$ cat config.mk
export PLATFORM = sky130hd
export DESIGN_NAME = l2_req_out_packetizer
export DESIGN_NICKNAME = d
export VERILOG_FILES = /design/src/rtl/l2_req_out_packetizer.sv
export SDC_FILE = /design/constraint.sdc
export NUM_CORES = 1
export LEC_CHECK = 0
export ABC_AREA = 1
export BUFFER_PORTS_ARGS = -buffer_cell sky130_fd_sc_hd__buf_2
export CAP_MARGIN = 25
export CELL_PAD_IN_SITES_DETAIL_PLACEMENT = 1
export CELL_PAD_IN_SITES_GLOBAL_PLACEMENT = 1
export CORE_ASPECT_RATIO = 1.1
export CORE_MARGIN = 10
export CORE_UTILIZATION = 41
export CTS_BUF_LIST = sky130_fd_sc_hd__clkbuf_4 sky130_fd_sc_hd__clkbuf_8 sky130_fd_sc_hd__clkbuf_16
export DETAILED_ROUTE_END_ITERATION = 7
export PLACE_DENSITY_LB_ADDON = 0.25
export REMOVE_ABC_BUFFERS = 1
export SKIP_CTS_REPAIR_TIMING = 1
export SYNTH_ARGS = -nofsm -noshare
export SYNTH_HDL_FRONTEND = slang
export SYNTH_SLANG_ARGS = --single-unit
export TNS_END_PERCENT = 50
$ cat constraint.sdc
create_clock -name clk -period 5.9 [get_ports clk]
set_input_delay 1.18 -clock clk [delete_from_list [all_inputs] [get_ports clk]]
set_output_delay 1.18 -clock clk [all_outputs]
set_load 0.05 [all_outputs]
$ cat src/rtl/l2_req_out_packetizer.sv
// l2_req_out_packetizer
// Turns one L2 coherence request into a NoC packet on the request plane.
// The packet is a header flit, then an address flit, then one data flit per
// line word for PUTM only. Every output is driven straight from a register.
module l2_req_out_packetizer #(
  parameter int WORD_W         = 64,
  parameter int WORDS_PER_LINE = 2,
  parameter int LINE_ADDR_W    = 28,
  parameter int TILE_ID_W      = 4,
  parameter int FLIT_W         = WORD_W + 2
) (
  input  logic                             clk,
  input  logic                             rst,
  input  logic                             l2_req_out_valid,
  output logic                             l2_req_out_ready,
  input  logic [1:0]                       l2_req_out_data_coh_msg,
  input  logic [1:0]                       l2_req_out_data_hprot,
  input  logic [LINE_ADDR_W-1:0]           l2_req_out_data_addr,
  input  logic [WORD_W*WORDS_PER_LINE-1:0] l2_req_out_data_line,
  input  logic [TILE_ID_W-1:0]             cfg_src_id,
  input  logic [TILE_ID_W-1:0]             cfg_dst_id,
  output logic                             noc_out_valid,
  input  logic                             noc_out_ready,
  output logic [FLIT_W-1:0]                noc_out_data,
  output logic [15:0]                      pkt_cnt
);

  localparam int LINE_W = WORD_W * WORDS_PER_LINE;
  localparam int IDX_W  = $clog2(WORDS_PER_LINE);

  localparam logic [1:0]       MSG_PUTM = 2'd3;
  localparam logic [3:0]       N_SHORT  = 4'd1;
  localparam logic [3:0]       N_PUTM   = 4'(1 + WORDS_PER_LINE);
  localparam logic [IDX_W-1:0] IDX_LAST = IDX_W'(WORDS_PER_LINE - 1);

  typedef enum logic [1:0] {IDLE, HEAD, ADDR, DATA} state_t;

  state_t                 state;
  logic [1:0]             msg_p0;
  logic [LINE_ADDR_W-1:0] addr_p0;
  logic [LINE_W-1:0]      line_p0;
  logic [IDX_W-1:0]       idx;
  logic [IDX_W-1:0]       idx_nxt;
  logic                   req_take;
  logic                   unused_hprot;

  // hprot[1] carries no meaning on the request plane.
  assign unused_hprot = l2_req_out_data_hprot[1];
  assign req_take     = l2_req_out_valid && l2_req_out_ready;
  assign idx_nxt      = idx + 1'b1;

  function automatic logic [WORD_W-1:0] head_payload(
    input logic [1:0]           msg,
    input logic                 prot,
    input logic [TILE_ID_W-1:0] src,
    input logic [TILE_ID_W-1:0] dst
  );
    logic [WORD_W-1:0] p;
    p                  = '0;
    p[1:0]             = msg;
    p[2]               = prot;
    p[4 +: TILE_ID_W]  = src;
    p[8 +: TILE_ID_W]  = dst;
    p[12 +: 4]         = (msg == MSG_PUTM) ? N_PUTM : N_SHORT;
    return p;
  endfunction

  function automatic logic [WORD_W-1:0] addr_payload(input logic [LINE_ADDR_W-1:0] a);
    logic [WORD_W-1:0] p;
    p                  = '0;
    p[LINE_ADDR_W-1:0] = a;
    return p;
  endfunction

  function automatic logic [WORD_W-1:0] line_word(
    input logic [LINE_W-1:0] line,
    input logic [IDX_W-1:0]  i
  );
    return line[i*WORD_W +: WORD_W];
  endfunction

  function automatic logic [FLIT_W-1:0] make_flit(
    input logic              tail,
    input logic              head,
    input logic [WORD_W-1:0] payload
  );
    return {tail, head, payload};
  endfunction

  // Request capture: the packet only ever sees what was present at the handshake.
  always_ff @(posedge clk) begin
    if (req_take) begin
      msg_p0  <= l2_req_out_data_coh_msg;
      addr_p0 <= l2_req_out_data_addr;
      line_p0 <= l2_req_out_data_line;
    end
  end

  // Packet FSM: each state loads the next flit into the output register on acceptance.
  always_ff @(posedge clk or posedge rst) begin
    if (rst) begin
      state            <= IDLE;
      l2_req_out_ready <= 1'b0;
      noc_out_valid    <= 1'b0;
      noc_out_data     <= '0;
      pkt_cnt          <= '0;
      idx              <= '0;
    end else begin
      case (state)
        IDLE: begin
          l2_req_out_ready <= 1'b1;
          if (req_take) begin
            l2_req_out_ready <= 1'b0;
            noc_out_valid    <= 1'b1;
            noc_out_data     <= make_flit(1'b0, 1'b1,
                                          head_payload(l2_req_out_data_coh_msg,
                                                       l2_req_out_data_hprot[0],
                                                       cfg_src_id, cfg_dst_id));
            idx              <= '0;
            state            <= HEAD;
          end
        end
        HEAD: begin
          if (noc_out_ready) begin
            noc_out_data <= make_flit(msg_p0 != MSG_PUTM, 1'b0, addr_payload(addr_p0));
            state        <= ADDR;
          end
        end
        ADDR: begin
          if (noc_out_ready) begin
            if (msg_p0 == MSG_PUTM) begin
              noc_out_data <= make_flit(IDX_LAST == '0, 1'b0, line_word(line_p0, '0));
              idx          <= '0;
              state        <= DATA;
            end else begin
              noc_out_valid    <= 1'b0;
              noc_out_data     <= '0;
              pkt_cnt          <= pkt_cnt + 16'd1;
              l2_req_out_ready <= 1'b1;
              state            <= IDLE;
            end
          end
        end
        DATA: begin
          if (noc_out_ready) begin
            if (idx == IDX_LAST) begin
              noc_out_valid    <= 1'b0;
              noc_out_data     <= '0;
              pkt_cnt          <= pkt_cnt + 16'd1;
              l2_req_out_ready <= 1'b1;
              state            <= IDLE;
            end else begin
              idx          <= idx_nxt;
              noc_out_data <= make_flit(idx_nxt == IDX_LAST, 1'b0, line_word(line_p0, idx_nxt));
            end
          end
        end
        default: state <= IDLE;
      endcase
    end
  end

endmodule

==> flow_summary.json <==
{
  "crit_fanout": 46,
  "synth_cell_types": 26,
  "drv_slew": 0,
  "drt_pass1_iterations": 4,
  "routabilityCongestion": 0.7645,
  "area.growth.synth_to_final_pct": 25.98,
  "die_x_um": 164.8,
  "nNetsFinal": 1229,
  "fin_setup_tns_ns": 0,
  "min_period_ns": 2.988,
  "grt_pass1_vias": 7664,
  "r2r_slack_ns": 2.91,
  "final-setup-viol-count": 0,
  "ys_seq_elements": 245,
  "die_y_um": 179.3,
  "clock-root-buffer": "clkbuf_16",
  "hold_class": "flop to flop",
  "dieArea_mm2": 0.02954,
  "path_clk_slew_ns": 0.06,
  "grt_overflow": 0,
  "rr_worst_depth": 7,
  "via_count": 6797,
  "numCtsBuffers": 27,
  "hold_end": "noc_out_data[54]",
  "antenna_found_initial": 7,
  "initial_core_util_pct": 41.49,
  "max-slew-margin-rel_pct": 36.15,
  "ys_seq_area_share_pct": 73.21,
  "drcViolationCount": 0,
  "synth.avg_cell_area_um2": 11.83,
  "syn_area_mm2": 0.009454,
  "setup.worst_path.end_class": "flop",
  "final_cell_mix": "309 x nand2_1, 254 x buf_2, 158 x edfxtp_1",
  "routed_wl_um": 27530,
  "nFillCells": 2469,
  "timing.final.crit_share_pct": 50.64,
  "max-clock-path-buffers": 3,
  "synth_warnings": 0,
  "worstMarginPinSlew_ns": 0.9577,
  "rr_endpoint": "noc_out_valid",
  "arrival_ns": 3.36,
  "grt_first_pass_wirelength_um": 42270,
  "cts_tree": "built",
  "h-tree-depth": 1,
  "r2r_start": "state[1]",
  "run_status": "finished, final reports clean",
  "critPathRequiredTime_ns": 6.27,
  "maxCapViolations": 0,
  "startpoint_type": "flop",
  "holdPathStages": 1,
  "grt_max_degree": 85,
  "rsz0062_at_grt": "false",
  "place_hpwl_um": 18570,
  "min_from": "noc_out_data[54]",
  "grt_use_total_pct": 18.49,
  "pre_cts_ws_ns": 2.338,
  "slowest_stage": "nor2_2",
  "path_cells": "nor2_2 -> nor2_2 -> nor2_4 -> buf_4 -> nor2_1 -> a21oi_1 -> nor2_1",
  "hold_viol": 0,
  "final_common_cell": "nand2_1",
  "wire_per_inst_um": 19.89,
  "port_buffers": 254,
  "final_antenna_net_count": 0,
  "irDropWorstVdd_uv": 403.3,
  "clkLatencyLatePin_ns": 0.53,
  "crit_type": "flop to flop",
  "drive_above_1_share_pct": 29.71,
  "viasPerCell": 4.911,
  "max_freq_mhz": 334.7,
  "fin_ws_ns": 2.912,
  "total_leakage_power_nw": 5.471,
  "power_density_mw_per_mm2": 523.2,
  "core_area_mm2": 0.02279,
  "row_count": 58,
  "postSynthCellCount": 799,
  "slowest_delay_ns": 0.75,
  "drt_iter0_markers": 384,
  "io_pins": 256,
  "clock_sinks": 245,
  "fin_worst_skew_ns": 0.01276
}
## how the worst max path moves through the flow
stage	startpoint	slack, ns	cells past startpoint	endpoint
6_report	state[1]	2.91	7	noc_out_valid
5_1_grt	state[1]	2.64	7	noc_out_valid
3_5_place_dp	l2_req_out_valid	2.34	9	noc_out_data[0]
3_3_place_gp	l2_req_out_valid	2.46	9	noc_out_data[0]
4_1_cts	state[1]	2.86	7	noc_out_valid
2_1_floorplan	l2_req_out_valid	0.16	7	noc_out_data[0]
## critical path: cells and delay by family, from the launching register on
kind                   cells  cell delay (ns)
AOI/OAI and AO/OA          1             0.17
DFF                        1             0.48
and+or+nand+nor            5             1.55
buffers and inverters      1             0.57
## layer usage
metal,vias up,GRT usage [%],share of wire (%)
met2,190,33.21,52
met1,3337,21.07,39
met3,36,5.168,7.3
met5,-,0,0.10
met4,6,4.985,1.5
li1,3228,-,-
## area by class of cell
type	instances	area (um2)	area share (%)
antenna	7	17.52	0.1471
clock buffer	37	775.7	6.513
clock inverter	13	122.6	1.030
inverter	23	93.84	0.7879
multi-input combinational	497	2252	18.91
sequential	245	6922	58.12
tap	300	375.4	3.152
timing repair buffer	262	1351	11.35
## per-stage QoR
| stage | std cells | instance area, um2 | hold WS, ns | utilization [%] | total power, mW |
|---|---|---|---|---|---|
| final | 1384 | 11910 | 0.4686 | 52.27 | 6.232 |
| after global routing | 1380 | 11900 | 0.4788 | 52.22 | 6.587 |
| after CTS | 1376 | 11870 | 0.4738 | 52.07 | 6.313 |
| after detailed placement | 1326 | 10970 | 0.4596 | 48.13 | 4.617 |
| after global placement | 1326 | 10970 | 0.4521 | 48.13 | 4.537 |
| after floorplan | 765 | 9240 | 0.5116 | - | 3.917 |
## cells by family (layout without fill, tap and decap cells)
| group | count (synthesis) | after routing | synth area share, % |
|---|---|---|---|
| DFF | 245 | 245 | 73.21 |
| and+or+nand+nor | 392 | 392 | 16.64 |
| AOI/OAI and AO/OA | 97 | 97 | 6.194 |
| other | 0 | 7 | 0 |
| buffers and inverters | 57 | 335 | 3.176 |
| xor gates and xnor gates | 7 | 7 | 0.6485 |
| adders and majority gates | 1 | 1 | 0.1323 |
## state kept, by name, indices dropped and copies added (netlist names)
| register | cells |
|---|---|
| addr_p0 | 28 |
| idx | 1 |
| l2_req_out_ready | 1 |
| line_p0 | 128 |
| msg_p0 | 2 |
| noc_out_data | 66 |
| noc_out_valid | 1 |
| pkt_cnt | 16 |
| state | 2 |
## Yosys cell counts (all sizes together)
cell / instances / share of area, %
nor3: 1 / 0.053
clkbuf: 4 / 0.16
inv: 23 / 0.91
edfxtp: 158 / 50
xnor2: 3 / 0.28
nand4: 16 / 1.1
a41oi: 1 / 0.093
a21o: 36 / 2.9
dfrtp: 87 / 23
ha: 1 / 0.13
o21ai: 19 / 1.0
buf: 30 / 2.1
xor2: 4 / 0.37
nand2: 310 / 12
nor3b: 1 / 0.079
a21oi: 40 / 2.2
nand3: 27 / 1.4
nor2: 37 / 1.7
o31ai: 1 / 0.079
## report_power, final
part	leakage, nW	total, mW	switching [mW]	internal [mW]
logic	2.36	2.08	1.62	0.457
registers	2.67	2.48	0.205	2.27
clock network	0.444	1.68	0.673	1.01
total	5.47	6.23	2.50	3.74
Power figures use the tool's default switching activity.
